<file path="config.mk">
export PLATFORM = sky130hd
export DESIGN_NAME = piso_serializer_8bit
export DESIGN_NICKNAME = d
export VERILOG_FILES = /design/src/rtl/piso_serializer_8bit_pkg.sv /design/src/rtl/piso_serializer_8bit_counter.sv /design/src/rtl/piso_serializer_8bit.sv
export SDC_FILE = /design/constraint.sdc
export NUM_CORES = 1
export LEC_CHECK = 0
export BUFFER_PORTS_ARGS = -buffer_cell sky130_fd_sc_hd__buf_2
export CORE_UTILIZATION = 45
export DETAILED_ROUTE_END_ITERATION = 16
export GPL_TIMING_DRIVEN = 0
export PLACE_DENSITY_LB_ADDON = 0.05
export REMOVE_ABC_BUFFERS = 1
export SKIP_CTS_REPAIR_TIMING = 1
export SYNTH_ARGS = -nofsm -noshare
export SYNTH_HDL_FRONTEND = slang
export SYNTH_HIERARCHICAL = 1
export SYNTH_SLANG_ARGS = --single-unit
</file>
<file path="constraint.sdc">
create_clock -name clk -period 1.49 [get_ports clk]
set_input_delay 0.298 -clock clk [delete_from_list [all_inputs] [get_ports clk]]
set_output_delay 0.298 -clock clk [all_outputs]
set_load 0.05 [all_outputs]
</file>
<file path="src/rtl/piso_serializer_8bit_pkg.sv">
// rtl/piso_serializer_8bit_pkg.sv - shared types and frame constants for the PISO serializer
// Purpose: FSM state type, default word width, frame length and counter width.
// Optional feature macro: PISO_PARITY_EN adds one even-parity bit per frame.
package piso_serializer_8bit_pkg;

  typedef enum logic {
    IDLE  = 1'b0,
    SHIFT = 1'b1
  } state_t;

  localparam int WIDTH_DEFAULT = 8;

`ifdef PISO_PARITY_EN
  localparam int PARITY_BITS = 1;
`else
  localparam int PARITY_BITS = 0;
`endif

  localparam int FRAME_DEFAULT = WIDTH_DEFAULT + PARITY_BITS;
  localparam int CNT_W_DEFAULT = $clog2(FRAME_DEFAULT + 1);

  // Frame length in serial cycles for a given data width.
  function automatic int frame_len(input int width);
    return width + PARITY_BITS;
  endfunction

  // Counter width able to hold every bit index of the frame.
  function automatic int cnt_width(input int width);
    return $clog2(width + PARITY_BITS + 1);
  endfunction

endpackage

</file>
<file path="src/rtl/piso_serializer_8bit_counter.sv">
// rtl/piso_serializer_8bit_counter.sv - frame bit counter with terminal-count flag
// Purpose: counts transmitted bits of the current frame; last flags bit TERMINAL.
// Ports: clk, rst (sync, active-high), clr (sync clear), inc (increment enable),
//        count (current bit index), last (count == TERMINAL).
module piso_bit_counter #(
  parameter int CNT_W    = 4,
  parameter int TERMINAL = 7
) (
  input  logic             clk,
  input  logic             rst,
  input  logic             clr,
  input  logic             inc,
  output logic [CNT_W-1:0] count,
  output logic             last
);

  always_ff @(posedge clk) begin
    if (rst || clr) begin
      count <= '0;
    end else if (inc) begin
      count <= count + CNT_W'(1);
    end
  end

  assign last = (count == CNT_W'(TERMINAL));

endmodule

</file>
<file path="src/rtl/piso_serializer_8bit.sv">
// rtl/piso_serializer_8bit.sv - parallel-in/serial-out transmitter with load handshake
// Purpose: accepts a WIDTH-bit word on load_valid & load_ready and shifts it out
//          one bit per clock, qualified by serial_valid; done marks the final bit.
// Ports: clk, rst (sync, active-high), in (parallel word), load_valid, load_ready,
//        serial_out, serial_valid, busy (frame in progress), done (last-bit pulse).
// Optional feature macro: PISO_PARITY_EN appends an even-parity bit to each frame.
module piso_serializer_8bit
  import piso_serializer_8bit_pkg::*;
#(
  parameter int WIDTH     = WIDTH_DEFAULT,
  parameter bit LSB_FIRST = 1'b1
) (
  input  logic             clk,
  input  logic             rst,
  input  logic [WIDTH-1:0] in,
  input  logic             load_valid,
  output logic             load_ready,
  output logic             serial_out,
  output logic             serial_valid,
  output logic             busy,
  output logic             done
);

  localparam int FRAME = frame_len(WIDTH);
  localparam int CNT_W = cnt_width(WIDTH);

  state_t             state_q, state_d;
  logic [WIDTH-1:0]   shreg_q;
  logic [CNT_W-1:0]   count;
  logic               last;
  logic               accept;
  logic               data_bit;
  logic               tx_bit;

  piso_bit_counter #(
    .CNT_W    (CNT_W),
    .TERMINAL (FRAME - 1)
  ) u_counter (
    .clk   (clk),
    .rst   (rst),
    .clr   (accept),
    .inc   ((state_q == SHIFT) && !last),
    .count (count),
    .last  (last)
  );

  always_ff @(posedge clk) begin
    if (rst) begin
      state_q <= IDLE;
    end else begin
      state_q <= state_d;
    end
  end

  // Shift toward the output end with zero fill; a reload on the last bit
  // takes priority so streaming frames stay gap-free.
  always_ff @(posedge clk) begin
    if (rst) begin
      shreg_q <= '0;
    end else if (accept) begin
      shreg_q <= in;
    end else if (state_q == SHIFT) begin
      shreg_q <= LSB_FIRST ? {1'b0, shreg_q[WIDTH-1:1]} : {shreg_q[WIDTH-2:0], 1'b0};
    end
  end

  assign data_bit = LSB_FIRST ? shreg_q[0] : shreg_q[WIDTH-1];

`ifdef PISO_PARITY_EN
  // Parity is taken from the word at capture, since the shift register
  // has been emptied by the time the parity slot is reached.
  logic parity_q;

  always_ff @(posedge clk) begin
    if (rst) begin
      parity_q <= 1'b0;
    end else if (accept) begin
      parity_q <= ^in;
    end
  end

  assign tx_bit = (count == CNT_W'(WIDTH)) ? parity_q : data_bit;
`else
  assign tx_bit = data_bit;
`endif

  // Outputs are forced low while rst is high so an aborted frame stops
  // in the reset cycle itself rather than one edge later.
  always_comb begin
    state_d      = state_q;
    load_ready   = 1'b0;
    serial_out   = 1'b0;
    serial_valid = 1'b0;
    busy         = 1'b0;
    done         = 1'b0;
    if (!rst) begin
      case (state_q)
        IDLE: begin
          load_ready = 1'b1;
        end
        SHIFT: begin
          serial_valid = 1'b1;
          busy         = 1'b1;
          serial_out   = tx_bit;
          done         = last;
          load_ready   = last;
        end
        default: begin
          load_ready = 1'b0;
        end
      endcase
    end
    accept = load_valid && load_ready;
    if (accept) begin
      state_d = SHIFT;
    end else if ((state_q == SHIFT) && last) begin
      state_d = IDLE;
    end
  end

endmodule

</file>
==> flow_metrics.py <==
metrics = {
    "status": {
        "run_status": "complete, but fails checks",
        "violations": "negative setup slack",
    },
    "finish": {
        "fin_util_pct": 63.38,
        "drive_above_1_share_pct": 54.95,
        "antenna_cells": 0,
        "multi_input_area_um2": 469.2,
        "regArea_um2": 269.0,
        "area_growth_pct": 29.53,
        "most-common-layout-cells": "buf_2 (12), dfxtp_1 (10), mux2i_1 (9), buf_4 (8)",
        "fillers": 130,
        "nets": 104,
        "final_common_cell": "buf_2",
    },
    "clock_tree": {
        "cts-root-buf": "clkbuf_4",
        "cts_max_level": 1,
        "path_clk_slew_ns": 0.08,
        "clockBufferDepth": 2,
        "cts.sinks": 13,
        "clock_latency_ns": 0.27,
        "cts_buffers": 3,
        "cts_tree": "yes",
    },
    "die": {
        "die_h_um": 42.71,
        "ioPinCount": 16,
        "num_rows": 14,
        "die_area_um2": 1824,
        "core_area_um2": 1524,
        "start_util_pct": 48.93,
        "die_w_um": 42.71,
    },
    "setup_path": {
        "path_class": "flop to primary output",
        "cp-start-kind": "flop",
        "worstPathRequired_ns": 1.19,
        "max_stage_delay_ns": 0.37,
        "cpMostUsedCell": "nor2_4",
        "crit_slowest_cell": "dfxtp_2",
        "cp_max_fo": 4,
        "cp-end-kind": "primary output",
        "timing.critical_path.arrival_ns": 1.47,
        "crit_path_cell_trace": "ha_4, nand2_4, nor2_4, nand2b_4, inv_6, nor2_4, buf_6",
    },
    "sta": {
        "max_freq_mhz": 566.7,
        "skew_ns": 0.004843,
        "setup_tns_ns": -1.221,
        "slew_viol_final": 0,
        "maxSlewHeadroom_pct": 72.84,
        "fin_crit_ns": 1.765,
        "setup_violations": 6,
        "setup_slack_ns": -0.2746,
        "finalHoldViolCount": 0,
        "worstMarginPinSlew_ns": 0.4075,
        "rsz0062_at_grt": "yes",
        "fin_crit_sh_pct": 118.4,
    },
    "hold_path": {
        "hp-class": "primary input to flop",
    },
    "pwr": {
        "leakage_nw": 0.4019,
        "power.density_nw_per_um2": 819.1,
        "finalPower_mw": 0.7912,
        "max-vdd-ir-drop_uv": 501.9,
    },
    "synthesis": {
        "yosys_most_used_dff": "dfxtp_1",
        "netlist.area_leader.share_pct": 34.90,
        "synth_edf_count": 0,
        "synth.avg_cell_area_um2": 10.97,
        "synthesis.area_um2": 745.7,
        "ys_async_sr_fraction_pct": 0,
        "ys_seq_elements": 13,
        "syn_inst": 68,
        "synth.area.top_cells": "dfxtp_1 (35%), a221oi_2 (14%), mux2i_1 (12%)",
        "synth_warnings": 6,
        "yosys.area.top_type": "dfxtp_1",
        "synth_cell_type_count": 26,
        "seq_area_frac_synth_pct": 34.90,
    },
    "route": {
        "wl_per_cell_um": 13.11,
        "ant_nets": 0,
        "dr.pass1.iters": 3,
        "viasPerCell": 5.449,
        "via_count": 583,
        "drt_iter0_markers": 13,
        "drc_errors": 0,
        "wl_um": 1403,
    },
    "place": {
        "portBuffers": 15,
        "dp_hpwl_um": 823.8,
        "place_congestion": 0.7185,
        "place_ws_ns": -0.3895,
    },
    "global_route": {
        "grt_pass1_wl_um": 2049,
        "overflow": 0,
        "grt_max_degree": 16,
        "antenna_found_initial": 0,
        "grt_pass1_vias": 488,
        "grt.total_usage_pct": 15.12,
    },
    "run": {
        "cap_viol_max_count": 0,
    },
}
## cell usage after synthesis, types with 2 or more instances
library cell   n
buf_12         2
nor2_1         8
dfxtp_1       13
a221oi_2       7
nor2b_1        8
and2_1         2
mux2i_1        9
## worst max-delay path, delay by kind of cell (launching register included)
kind | cells | cell delay (ns)
buffers and inverters | 2 | 0.21
adders and majority gates | 1 | 0.17
and+or+nand+nor | 4 | 0.45
DFF | 1 | 0.37
## final timing paths
path                 startpoint                  to  slack [ns]  cells after the start
max          u_counter/count[1]          load_ready       -0.27                      7
min                       in[6]          shreg_q[6]        0.36                      3
max reg2reg  u_counter/count[1]  u_counter/count[3]       -0.27                      9
min reg2reg  u_counter/count[0]  u_counter/count[0]        0.54                      2
## metal layers
metal	vias up	global-route usage, %	wire [um]
met5	-	0	0
li1	290	-	-
met1	279	21.54	691
met2	12	20.91	656
met4	0	9.375	9
met3	2	2.553	45
## per-stage QoR
step | area (um^2) | hold WS (ns) | std cells
final | 965.9 | 0.3569 | 107
after global routing | 965.9 | 0.3780 | 107
after CTS | 803.3 | 0.3501 | 98
after detailed placement | 777.0 | 0.5245 | 94
after global placement | 777.0 | 0.5072 | 94
after floorplan | 681.9 | 0.3642 | 63
## cell type report
| type | count | area share (%) |
|---|---|---|
| Timing Repair Buffer | 24 | 17.88 |
| Clock buffer | 4 | 2.720 |
| Sequential cell | 13 | 27.85 |
| Inverter | 1 | 0.9067 |
| Tap cell | 16 | 2.073 |
| Multi-Input combinational cell | 49 | 48.58 |
## flip-flops by register name (all words and copies together) (netlist names)
| name | cells |
|---|---|
| u_counter/count | 4 |
| shreg_q | 8 |
| state_q | 1 |
## cells by family after synthesis
logic type	Yosys count	share of synthesized area, %
AOI/OAI and AO/OA	10	17.11
xor gates and xnor gates	1	1.175
adders and majority gates	1	1.678
buffers and inverters	6	9.060
DFF	13	34.90
muxes	10	13.59
and+or+nand+nor	27	22.48
## power breakdown
group / internal (mW) / switching [mW] / total, mW / leakage (nW)
Clock: 0.104 / 0.113 / 0.217 / 0.0150
Combinational: 0.0870 / 0.100 / 0.187 / 0.278
Sequential: 0.371 / 0.0161 / 0.387 / 0.109
Power figures use the tool's default switching activity.
